### config.mk
export PLATFORM = sky130hd
export DESIGN_NAME = display_scheduler
export DESIGN_NICKNAME = d
export VERILOG_FILES = /design/src/rtl/display_pkg.sv /design/src/rtl/dwell_timer.sv /design/src/rtl/display_scheduler.sv
export SDC_FILE = /design/constraint.sdc
export NUM_CORES = 1
export LEC_CHECK = 0
export BUFFER_PORTS_ARGS = -buffer_cell sky130_fd_sc_hd__buf_2
export CORE_MARGIN = 1.5
export CORE_UTILIZATION = 53
export CTS_BUF_LIST = sky130_fd_sc_hd__clkbuf_8
export DETAILED_ROUTE_END_ITERATION = 6
export PLACE_DENSITY_LB_ADDON = 0.08
export SETUP_SLACK_MARGIN = 0.3
export SLEW_MARGIN = 40
export SYNTH_ARGS = -nofsm -noshare
export SYNTH_HDL_FRONTEND = slang
export SYNTH_SLANG_ARGS = --single-unit
### constraint.sdc
create_clock -name clk -period 3.35 [get_ports clk]
set_input_delay 0.1675 -clock clk [delete_from_list [all_inputs] [get_ports clk]]
set_output_delay 0.1675 -clock clk [all_outputs]
set_load 0.03 [all_outputs]
### src/rtl/display_pkg.sv
// Shared types and digit codes for the 8-digit display path.
// Screen encoding is also the value driven on the screen output.
package display_pkg;

   typedef enum logic [1:0] {
      TIME  = 2'd0,
      ENV   = 2'd1,
      MSG   = 2'd2,
      BLANK = 2'd3
   } screen_e;

   localparam logic [3:0]  DIGIT_OFF      = 4'hE;
   localparam logic [3:0]  DIGIT_DASH     = 4'hF;
   localparam logic [3:0]  DIGIT_H        = 4'hA;
   localparam logic [31:0] DIGITS_ALL_OFF = {8{DIGIT_OFF}};

   function automatic int unsigned max3(input int unsigned a, input int unsigned b,
                                        input int unsigned c);
      int unsigned m;
      m = (a > b) ? a : b;
      return (m > c) ? m : c;
   endfunction

endpackage

### src/rtl/dwell_timer.sv
// Loadable down-counter that saturates at zero; expired is high while the count is zero.
module dwell_timer #(
   parameter int unsigned W = 8
) (
   input  logic         clk,
   input  logic         arstn,
   input  logic [W-1:0] load_value,
   input  logic         load,
   input  logic         enable,
   output logic         expired
);

   logic [W-1:0] count;

   always_ff @(posedge clk or negedge arstn) begin
      if (!arstn) begin
         count <= '0;
      end else if (load) begin
         count <= load_value;
      end else if (enable && count != '0) begin
         count <= count - 1'b1;
      end
   end

   assign expired = (count == '0);

endmodule

### src/rtl/display_scheduler.sv
// Shares the 8-digit display between time, environment and message screens,
// rotating on a dwell timer with a blank gap between screens.
module display_scheduler
   import display_pkg::*;
#(
   parameter int unsigned DWELL_CYCLES = 500_000_000,
   parameter int unsigned BLANK_CYCLES = 20_000_000,
   parameter int unsigned MSG_CYCLES   = 300_000_000
) (
   input  logic        clk,
   input  logic        arstn,
   input  logic [31:0] time_digits,
   input  logic [5:0]  time_dp,
   input  logic [31:0] env_digits,
   input  logic [5:0]  env_dp,
   input  logic        env_valid,
   input  logic        msg_req,
   input  logic [31:0] msg_digits,
   output logic        msg_ack,
   input  logic        next_btn,
   input  logic        rotate_en,
   output logic [31:0] dig_out,
   output logic [5:0]  dp_out,
   output logic [1:0]  screen
);

   localparam int unsigned CW = $clog2(max3(DWELL_CYCLES, BLANK_CYCLES, MSG_CYCLES)) + 1;
   localparam logic [CW-1:0] DWELL_LOAD = CW'(DWELL_CYCLES - 1);
   localparam logic [CW-1:0] DWELL_RUN  = CW'(DWELL_CYCLES - 2);
   localparam logic [CW-1:0] BLANK_LOAD = CW'(BLANK_CYCLES - 1);
   localparam logic [CW-1:0] MSG_LOAD   = CW'(MSG_CYCLES - 1);

   screen_e       state, next_state, ret_screen, next_ret, other_screen;
   logic          showing, env_seen, started;
   logic          capture, expire, timer_load, timer_en, expired;
   logic [CW-1:0] timer_value;
   logic [31:0]   msg_reg, dig_next;
   logic [5:0]    dp_next;

   assign showing      = (state == TIME) || (state == ENV);
   assign other_screen = (state == TIME && env_seen) ? ENV : TIME;

   dwell_timer #(.W(CW)) u_timer (
      .clk        (clk),
      .arstn      (arstn),
      .load_value (timer_value),
      .load       (timer_load),
      .enable     (timer_en),
      .expired    (expired)
   );

   always_ff @(posedge clk or negedge arstn) begin
      if (!arstn) begin
         state      <= TIME;
         ret_screen <= TIME;
         env_seen   <= 1'b0;
         started    <= 1'b0;
         msg_reg    <= DIGITS_ALL_OFF;
         dig_out    <= DIGITS_ALL_OFF;
         dp_out     <= '0;
         msg_ack    <= 1'b0;
         screen     <= TIME;
      end else begin
         state      <= next_state;
         ret_screen <= next_ret;
         started    <= 1'b1;
         if (env_valid) env_seen <= 1'b1;
         if (capture) msg_reg <= msg_digits;
         dig_out    <= dig_next;
         dp_out     <= dp_next;
         msg_ack    <= capture;
         screen     <= next_state;
      end
   end

   // Reset leaves the counter at zero, so the first cycle after reset loads the
   // dwell as if TIME had been entered with that cycle already counted.
   always_comb begin
      next_state  = state;
      next_ret    = ret_screen;
      capture     = 1'b0;
      timer_en    = showing ? rotate_en : 1'b1;
      expire      = expired && timer_en && started;
      timer_load  = !started;
      timer_value = rotate_en ? DWELL_RUN : DWELL_LOAD;
      if (msg_req && !(state == MSG && msg_ack)) begin
         capture    = 1'b1;
         next_state = MSG;
         if (showing) next_ret = state;
      end else if (next_btn && state != BLANK) begin
         next_state = BLANK;
         if (showing) next_ret = other_screen;
      end else if (expire) begin
         if (state == BLANK) begin
            next_state = ret_screen;
         end else begin
            next_state = BLANK;
            if (showing) next_ret = other_screen;
         end
      end
      if (capture || next_state != state) begin
         timer_load = 1'b1;
         case (next_state)
            MSG:     timer_value = MSG_LOAD;
            BLANK:   timer_value = BLANK_LOAD;
            default: timer_value = DWELL_LOAD;
         endcase
      end
   end

   always_comb begin
      dig_next = DIGITS_ALL_OFF;
      dp_next  = '0;
      case (next_state)
         TIME: begin
            dig_next = time_digits;
            dp_next  = time_dp;
         end
         ENV: begin
            dig_next = env_digits;
            dp_next  = env_dp;
         end
         MSG:     dig_next = capture ? msg_digits : msg_reg;
         default: ;
      endcase
   end

endmodule
Yosys cells after proc, flatten, opt, wreduce, memory -nomap -nowiden
Cells that the tools add are included.
{ "classes": {"mux": 22, "n_eq_ne": 10, "addsub": 1, "shift": 0, "order_cmp": 0, "reduce_logical": 18, "div": 0, "mul": 0, "bitwise_logic": 0} }
{ "ops": {"columns": ["cell", "n"], "rows": [
  ["$pmux W32 S3", 1],
  ["$mux W30", 2],
  ["$pmux W29 S2", 1],
  ["$mux W32", 1],
  ["$logic_not A30 Y1", 1],
  ["$reduce_bool A30 Y1", 1],
  ["$sub A30 B1 Y30 const B", 1],
  ["$mux W29", 1],
  ["$mux W2", 10],
  ["$pmux W6 S2", 1],
  ["$eq A2 B2 Y1 const B", 4],
  ["$logic_and A1 B1 Y1", 7],
  ["$mux W1", 5],
  ["$eq A2 B1 Y1 const B", 2],
  ["$logic_not A2 Y1", 2],
  ["$ne A2 B2 Y1 const B", 2],
  ["$ne A3 B3 Y1 const B", 1],
  ["$reduce_and A3 Y1", 1],
  ["$reduce_bool A3 Y1", 1],
  ["$logic_not A1 Y1", 2],
  ["$logic_or A1 B1 Y1", 2],
  ["$ne A2 B2 Y1", 1],
  ["$reduce_bool A2 Y1", 1]
]} }
{ "totals": {"romBits": 0, "inputBits": 114, "n_memories": 0, "reg_bits": 107, "latch_bits": 0, "ramBits": 0, "wordCells": 60} }

Logic depth before layout (Yosys ltp)
Gate-level depths: netlist (run 1).
{ "depth": {"ltp_word": 12, "mapped_depth": 11, "depth_no_buf": 9} }

Modules after synthesis
From an unflattened synthesis (run 1), not the netlist that was laid out.
{ "hier_totals": {"cells_unflattened": 550, "hier_area_um2": 5456.5} }
{ "modules_own_cells": {"columns": ["mod", "cells_per_inst", "area_per_inst_um2", "n_inst"], "rows": [
  ["display_scheduler", 330, 3473.3, 1],
  ["dwell_timer", 220, 1983.2, 1]
]} }

Worst setup path before layout (run 1)
No wires, ideal clock.
{ "synth_path": {"path_kind": "reg-to-reg", "startpoint": "register u_timer.count[24]", "endpoint": "register u_timer.count[10]", "slack_ns": 0.441, "n_path_buf": 0, "setup_ns": 0.126, "stages_incl_launch_ff": 8, "arrival_ns": 2.783, "t_required_ns": 3.224, "cell_sequence": "dfrtp_1 -> or4_4 -> or4_4 -> nor4_4 -> mux2_2 -> a21o_1 -> o2bb2ai_1 -> a221o_1"} }
{ "synth_between": {"elab_chain_cells": 10, "word_cells_on_any_way": 17, "classes_between": "3 x eq/ne; 7 x mux; 7 x reduce/logical"} }
{ "synth_rtl": {"columns": ["element", "line_no", "rtl"], "rows": [
  ["from (decl)", "dwell_timer.sv:13", "logic [W-1:0] count;"],
  ["from (signal assigned)", "dwell_timer.sv:19", "count <= load_value;"],
  ["from (signal assigned)", "dwell_timer.sv:21", "count <= count - 1'b1;"],
  ["$logic_not A30 Y1", "dwell_timer.sv:25", "assign expired = (count == '0);"],
  ["$logic_and A1 B1 Y1 (2 in a row)", "display_scheduler.sv:83", "expire = expired && timer_en && started;"],
  ["$mux W2", "display_scheduler.sv:93", "end else if (expire) begin"],
  ["$mux W2", "display_scheduler.sv:90", "end else if (next_btn && state != BLANK) begin"],
  ["$mux W2", "display_scheduler.sv:86", "if (msg_req && !(state == MSG && msg_ack)) begin"],
  ["$eq A2 B2 Y1 / $ne A2 B2 Y1 (equally long branches)", "display_scheduler.sv:103, display_scheduler.sv:101", null],
  ["$pmux W29 S2 / $logic_or A1 B1 Y1 (equally long branches)", "display_scheduler.sv:103, display_scheduler.sv:101", null],
  ["$mux W29 / $mux W1 (equally long branches)", "display_scheduler.sv:101", "if (capture || next_state != state) begin"],
  ["$mux W30 / $reduce_bool A2 Y1 (equally long branches)", null, null]
]} }
Several ways; a longest one is shown, not always the timed one.
A chain may end at the register's enable or synchronous reset.

Worst setup path after layout (run 1)
{ "layout_path": {"startpoint": "register u_timer.count[1]", "endpoint": "register u_timer.count[10]"} }
The elaborated chain is that of the path after synthesis.

==> impl_metrics.tcl, run 1 <==
set metrics [dict create \
    fin_setup_tns_ps 0 \
    finalCritPeriodShare 0.881 \
    worstMarginPinSlew_ps 729 \
    synth-adder-area-share 0.00500 \
    io_pins 155 \
    fmax_mhz 339 \
    synthMuxAreaShare 0.0782 \
    hold_start "env_digits[2]" \
    ir_drop_mv 0.218 \
    hold_violations 0 \
    die_area_mm2 0.0100 \
    numCtsBuffers 9 \
    finalInstanceArea_mm2 0.00665 \
    p_leak_nw 3.30 \
    post-route-min-period_ps 2950 \
    std_cell_rows 35 \
    core_area_mm2 0.00920 \
    hp-class "in2reg" \
    clock_sinks 107 \
    drt.antenna.violating_nets 0 \
    antenna_cells 0 \
    async_flop_share 1.00 \
    cp-end-kind "flop" \
    syn-num-nets 602 \
    post-place-ws_ps 208 \
    min_to "dig_out[2]$_DFF_PN1_" \
    synth-compound-area-share 0.105 \
    grt_max_degree 40 \
    min_path_cells 2 \
    timing.rr.start "u_timer.count[1]$_DFFE_PN0P_" \
    drc 0 \
    clk_pin_slew_ps 120 \
    worst_ep_arrival_time_ps 3210 \
    die_w_um 100 \
    die_h_um 100 \
    synth-xor-area-share 0.0402 \
    yosysWarnings 0 \
    synth_top_family_by_area "simple AND/OR/NAND/NOR gates" \
    vias_per_cell 5.37 \
    final.setup_skew_ps 21.0 \
    clock_path_buffers 2 \
    critical-path-top-delay-family "simple AND/OR/NAND/NOR gates" \
    cp_slowest_cell "or4_4" \
    path_buf_inv 2 \
    rrSetupSlack_ps 400 \
    run_status "finished, final reports clean" \
    synth-edff-count 0 \
    power.density_mw_per_mm2 442 \
    reg2reg_depth 10 \
    wirelength_um 13000 \
    num_vias 4354 \
    regToRegEndpoint "u_timer.count[10]$_DFFE_PN0P_" \
    synth-simple-area-share 0.198 \
    ys_seq_area_frac 0.547 \
    final_cell_mix "buf_2, nand2_1, dfrtp_1" \
    cts_tree "built" \
    drt_iter0_drc 203 \
    place_area_mm2 0.00595 \
    cp_cell_sequence "inv_1 > ha_1 > or4b_1 > or4_4 > nor4_4 > buf_4 > mux2_2 > a21o_1 > o2bb2ai_1 > a221o_1" \
    drive_gt1_frac 0.374 \
    grtUsageTotal 0.274 \
    grt_pass1_wl_um 21500 \
    cap_viol_max_count 0 \
    worstSetupStartpointType "flop" \
    post_drt_wl_per_cell_um 16.0 \
    synth_flop_cell "dfrtp_1" \
    cts_root_buf "clkbuf_8" \
    slew_headroom 0.509 \
    setup.worst_path.class "reg2reg" \
    gp_congestion 0.928 \
    hpwl_um 8840 \
    setup_viol 0 \
    syn_inst 486 \
    slowest_delay_ps 470 \
    grt_pass1_vias 4570 \
    setup_ws_ps 400 \
    yosys.cell_types.count 49 \
    initial_utilization 0.545 \
    grt-ovfl-total 0 \
    avgSynthCellArea_um2 10.3 \
    worst-path-max-fanout 5 \
    drv_slew 0 \
    port_buffers 154 \
    grt_antenna_before_repair 0 \
    htreeDepth 3 \
    final_common_cell "buf_2" \
    drtPass1Iterations 4 \
    cp.required_ps 3610 \
    clock_latency_ps 380 \
    layout.nets 811 \
    synth_area_mm2 0.00501 \
    synthToLayoutAreaGrowth_pct 32.8 \
    ys_ff_latch 107 \
    rsz0062_at_grt "true" \
]
-- metrics by stage --
stage	hold WS (ps)	power, mW	cells	utilization
after global placement	167	2.13	743	0.647
after CTS	0.133	2.95	807	0.718
after global routing	3.98	3.07	811	0.723
after detailed placement	170	2.14	743	0.647
final	11.4	2.94	811	0.723
after floorplan	-128	1.92	486	-
-- per-layer routing --
layer / GRT usage / share of wire
met2: 0.488 / 0.52
met4: 0.0953 / 0.014
met1: 0.338 / 0.41
met3: 0.0467 / 0.055
met5: 0 / 0
-- where the power goes --
part / total [mW] / internal (mW) / leakage [nW] / switching, mW
sequential: 1.55 / 1.49 / 1.21 / 0.0638
clock: 0.766 / 0.302 / 0.101 / 0.465
combinational: 0.620 / 0.244 / 1.99 / 0.376
total: 2.94 / 2.03 / 3.30 / 0.904
-- worst max path at each step --
stage                             startpoint                            end  slack (ps)  depth (start not counted)
2_1_floorplan  u_timer.count[24]$_DFFE_PN0P_  u_timer.count[10]$_DFFE_PN0P_         440                          7
3_3_place_gp   u_timer.count[20]$_DFFE_PN0P_  u_timer.count[10]$_DFFE_PN0P_         300                          7
3_5_place_dp   u_timer.count[20]$_DFFE_PN0P_          dig_out[19]$_DFF_PN1_         210                          8
4_1_cts        u_timer.count[24]$_DFFE_PN0P_           dig_out[0]$_DFF_PN0_         260                         10
5_1_grt         u_timer.count[1]$_DFFE_PN0P_          dig_out[16]$_DFF_PN0_         250                         12
6_report        u_timer.count[1]$_DFFE_PN0P_  u_timer.count[10]$_DFFE_PN0P_         400                         10
-- kinds of logic (layout without fill, tap and decap cells) --
family | count (synthesis) | in the layout
XOR/XNOR | 23 | 23
AND/OR/NAND/NOR | 216 | 216
other | 1 | 1
AO/OA/AOI/OAI | 71 | 71
adder cells (fa/ha/maj) | 2 | 2
flip-flops | 107 | 107
multiplexers | 39 | 39
buffers and inverters | 27 | 241
-- area by class of cell --
cell class / count / area, µm²
Fill cell: 709 / 2540
Clock buffer: 10 / 138
Multi-Input combinational cell: 352 / 2170
Timing Repair Buffer: 219 / 1400
Sequential cell: 107 / 2740
Inverter: 6 / 22.5
Clock inverter: 6 / 47.5
Tap cell: 111 / 139
-- Yosys cell counts, types with 2 or more instances --
cell type | instances | share of area
a21oi_1 | 16 | 0.016
a221o_1 | 2 | 0.0040
a2bb2oi_1 | 24 | 0.042
and2_1 | 4 | 0.0050
and3_1 | 3 | 0.0037
buf_2 | 3 | 0.0030
buf_4 | 3 | 0.0045
buf_6 | 2 | 0.0045
clkbuf_1 | 13 | 0.0097
clkinv_1 | 2 | 0.0015
dfrtp_1 | 59 | 0.29
dfstp_2 | 48 | 0.25
ha_1 | 2 | 0.0050
inv_1 | 4 | 0.0030
mux2i_1 | 38 | 0.076
nand2_1 | 122 | 0.091
nand3_1 | 8 | 0.0080
nand3b_1 | 4 | 0.0060
nand4_1 | 3 | 0.0037
nor2_1 | 31 | 0.023
nor2b_1 | 2 | 0.0025
nor3_1 | 12 | 0.012
nor4_1 | 8 | 0.010
o211ai_1 | 2 | 0.0030
o21ai_0 | 9 | 0.0090
o22ai_1 | 2 | 0.0025
o2bb2ai_1 | 9 | 0.016
o31ai_1 | 2 | 0.0030
or2_2 | 2 | 0.0025
or3_1 | 4 | 0.0050
or4_1 | 2 | 0.0030
or4_4 | 3 | 0.0067
xnor2_1 | 11 | 0.019
xor2_1 | 12 | 0.021
-- repair_timing --
action / in CTS / in global routing
pin swaps: 2 / 3
setup buffers: 11 / 4
gates resized for setup: 6 / 5
endpoints found under the hold margin: 65 / 0
endpoints found under the setup margin: 26 / 47
hold buffers: 37 / 0
-- worst register-to-register path: stages, from the launching register on --
cell	delay [ps]
dfrtp_1	400
inv_1	80
ha_1	130
or4b_1	440
or4_4	470
nor4_4	150
buf_4	180
mux2_2	370
a21o_1	210
o2bb2ai_1	130
a221o_1	300
Note: power is estimated with default switching activity, not from simulation.
==> run 2: changes to the inputs <==
--- a/config.mk
+++ b/config.mk
@@ -7,7 +7,7 @@
 export LEC_CHECK = 0
 export BUFFER_PORTS_ARGS = -buffer_cell sky130_fd_sc_hd__buf_2
 export CORE_MARGIN = 1.5
-export CORE_UTILIZATION = 53
+export CORE_UTILIZATION = 54
 export CTS_BUF_LIST = sky130_fd_sc_hd__clkbuf_8
 export DETAILED_ROUTE_END_ITERATION = 6
 export PLACE_DENSITY_LB_ADDON = 0.08
@@ -15,4 +15,5 @@
 export SLEW_MARGIN = 40
 export SYNTH_ARGS = -nofsm -noshare
 export SYNTH_HDL_FRONTEND = slang
+export SYNTH_HIERARCHICAL = 1
 export SYNTH_SLANG_ARGS = --single-unit
==> run 2 against run 1 <==
- non-clock buffer count increased by 72
- clock power increased by 13%
- synthesized cell count increased by 13%
- die area increased by 6.7%
- the flow now finishes with violations (negative setup slack)
- largest cell class is now multi-input gates
- critical endpoint is now u_timer/count[27]$_DFFE_PN0P_
- wire length increased by 55%
- critical path type unchanged
- hold slack got worse by 6.2 ps
==> impl_metrics.tcl, run 2 <==
set metrics [dict create \
    run_status "complete, but fails checks" \
    violations "negative setup slack" \
    cp_cell_sequence "or4_4 > nor4_4 > and3_4 > buf_4 > o211a_4 > a222oi_1 > buf_4 > buf_12 > nor2_4 > o2111ai_4 > buf_4 > buf_8 > nor4_2 > nand4_1 > o211ai_1" \
    num_vias 5939 \
    io_pins 155 \
    hp-class "in2reg" \
    syn_inst 550 \
    place_area_mm2 0.00662 \
    wirelength_um 20100 \
    grt_pass1_vias 5568 \
    grt-ovfl-total 0 \
    drt_iter0_drc 651 \
    post-route-min-period_ps 3370 \
    setup_viol 3 \
    cts_tree "built" \
    avgSynthCellArea_um2 9.92 \
    fin_cells 975 \
    die_h_um 104 \
    vias_per_cell 6.09 \
    worstSetupStartpointType "flop" \
    hpwl_um 9870 \
    grt_pass1_wl_um 27700 \
    worst-path-max-fanout 9 \
    p_leak_nw 3.77 \
    clock_sinks 107 \
    hold_violations 0 \
    port_buffers 154 \
    cp_slowest_cell "or4_4" \
    cts_root_buf "clkbuf_8" \
    dp.cells 850 \
    worstMarginPinSlew_ps 745 \
    ir_drop_mv 0.427 \
    rrSetupSlack_ps -20 \
    final_cell_mix "buf_2, nand2_1, dlygate4sd3_1" \
    finalCritPeriodShare 1.00 \
    final_common_cell "buf_2" \
    die_area_mm2 0.0107 \
    cap_viol_max_count 0 \
    clock_latency_ps 400 \
    layout.nets 951 \
    clk_pin_slew_ps 120 \
    finalInstanceArea_mm2 0.00824 \
    rsz0062_at_grt "true" \
    core_area_mm2 0.00977 \
    htreeDepth 3 \
    yosysWarnings 6 \
    drv_slew 0 \
    fmax_mhz 297 \
    post_drt_wl_per_cell_um 20.6 \
    numCtsBuffers 9 \
    drt.antenna.violating_nets 0 \
    power.density_mw_per_mm2 420 \
    yosys-top-cells-area "dfrtp_1, dfstp_2, nand2_1" \
    synth_top_area_share 0.271 \
    worst_ep_arrival_time_ps 3660 \
    cp_common_cell "buf_4" \
    async_flop_share 1.00 \
    setup.worst_path.class "reg2reg" \
    cp-end-kind "flop" \
    grt_antenna_before_repair 1 \
    die_w_um 104 \
    yosys.cell_types.count 60 \
    grt_max_degree 60 \
    drc 0 \
    final.setup_skew_ps 25.5 \
    synth.most_common_cell "nand2_1" \
    cp.required_ps 3640 \
    yosysTopAreaCell "dfrtp_1" \
    slew_headroom 0.503 \
    setup_ws_ps -16.3 \
    slowest_delay_ps 560 \
    ys_seq_area_frac 0.502 \
    synthToLayoutAreaGrowth_pct 50.9 \
    gp_congestion 0.908 \
    synth_flop_cell "dfrtp_1" \
    grtUsageTotal 0.326 \
    ys_top_cells_by_count "nand2_1, dfrtp_1, dfstp_2, mux2i_1, inv_1" \
    drive_gt1_frac 0.435 \
    synth-edff-count 0 \
    synth_area_mm2 0.00546 \
    drtPass1Iterations 5 \
    std_cell_rows 36 \
    clock_path_buffers 2 \
    ys_ff_latch 107 \
    initial_utilization 0.558 \
]
==> run 2: final cells by class <==
class / instances / area, µm²
Timing Repair Buffer: 291 / 2160
Clock inverter: 6 / 70.1
Tap cell: 133 / 166
Clock buffer: 10 / 138
Sequential cell: 107 / 2740
Fill cell: 519 / 1540
Antenna cell: 1 / 2.50
Multi-Input combinational cell: 393 / 2810
Inverter: 32 / 136
Timing Repair inverter: 2 / 17.5
==> run 2: where the power goes <==
part	internal (mW)	total, mW	switching [mW]
clock	0.375	0.864	0.489
combinational	0.404	0.980	0.575
sequential	1.52	1.62	0.102
total	2.29	3.46	1.17
==> run 2: critical path: cells and delay by family (launching register included) <==
family / cells / cell delay (ps)
flops: 1 / 390
simple gates: 6 / 1490
buf+inv: 5 / 750
compound gates: 4 / 630
==> run 2: metrics by stage <==
step / hold slack (ps) / power [mW] / utilization / TNS [ps] / setup slack [ps]
floorplan: -128 / 2.08 / - / -483 / -88.4
global placement: 290 / 2.33 / 0.676 / 0 / 46.1
detailed placement: 299 / 2.36 / 0.677 / -200 / -72.7
CTS: 0.00544 / 3.30 / 0.782 / 0 / 77.5
global route: -4.93 / 3.59 / 0.843 / -722 / -109
finish: 5.23 / 3.46 / 0.843 / -22.1 / -16.3
==> run 2: worst paths after layout <==
| kind | startpoint | end | cells after the start |
|---|---|---|---|
| setup / recovery | u_timer/count[5]$_DFFE_PN0P_ | u_timer/count[27]$_DFFE_PN0P_ | 15 |
| hold / removal | msg_digits[10] | msg_reg[10]$_DFF_PN1_ | 3 |
| setup reg to reg | u_timer/count[5]$_DFFE_PN0P_ | u_timer/count[27]$_DFFE_PN0P_ | 15 |
| hold reg to reg | msg_reg[0]$_DFF_PN0_ | msg_reg[0]$_DFF_PN0_ | 2 |
| max in group asynchronous | arstn | dig_out[1]$_DFF_PN1_ | 3 |
| min in group asynchronous | arstn | u_timer/count[0]$_DFFE_PN0P_ | 2 |
==> run 2: logic make-up after synthesis <==
| group | after synthesis | synth area share |
|---|---|---|
| xor gates and xnor gates | 6 | 0.00963 |
| and+or+nand+nor | 233 | 0.216 |
| AOI/OAI and AO/OA | 100 | 0.148 |
| adders and majority gates | 1 | 0.00229 |
| buffers and inverters | 65 | 0.0550 |
| other | 2 | 0.00138 |
| muxes | 36 | 0.0663 |
| DFF | 107 | 0.502 |
==> run 2: timing repair <==
item | CTS | global route
cloned | 5 | 3
hold endpoints to repair | 95 | 7
hold buffers | 58 | 8
pin swaps | 8 | 19
gates resized for setup | 28 | 59
setup buffers | 12 | 22
endpoints found under the setup margin | 54 | 70
==> run 2: routing by layer <==
metal | up-vias | GRT usage | share of wire
met5 | - | 0 | 0
met4 | 0 | 0.119 | 0.054
met3 | 115 | 0.0887 | 0.097
met2 | 442 | 0.561 | 0.49
met1 | 2821 | 0.393 | 0.36
li1 | 2561 | - | -
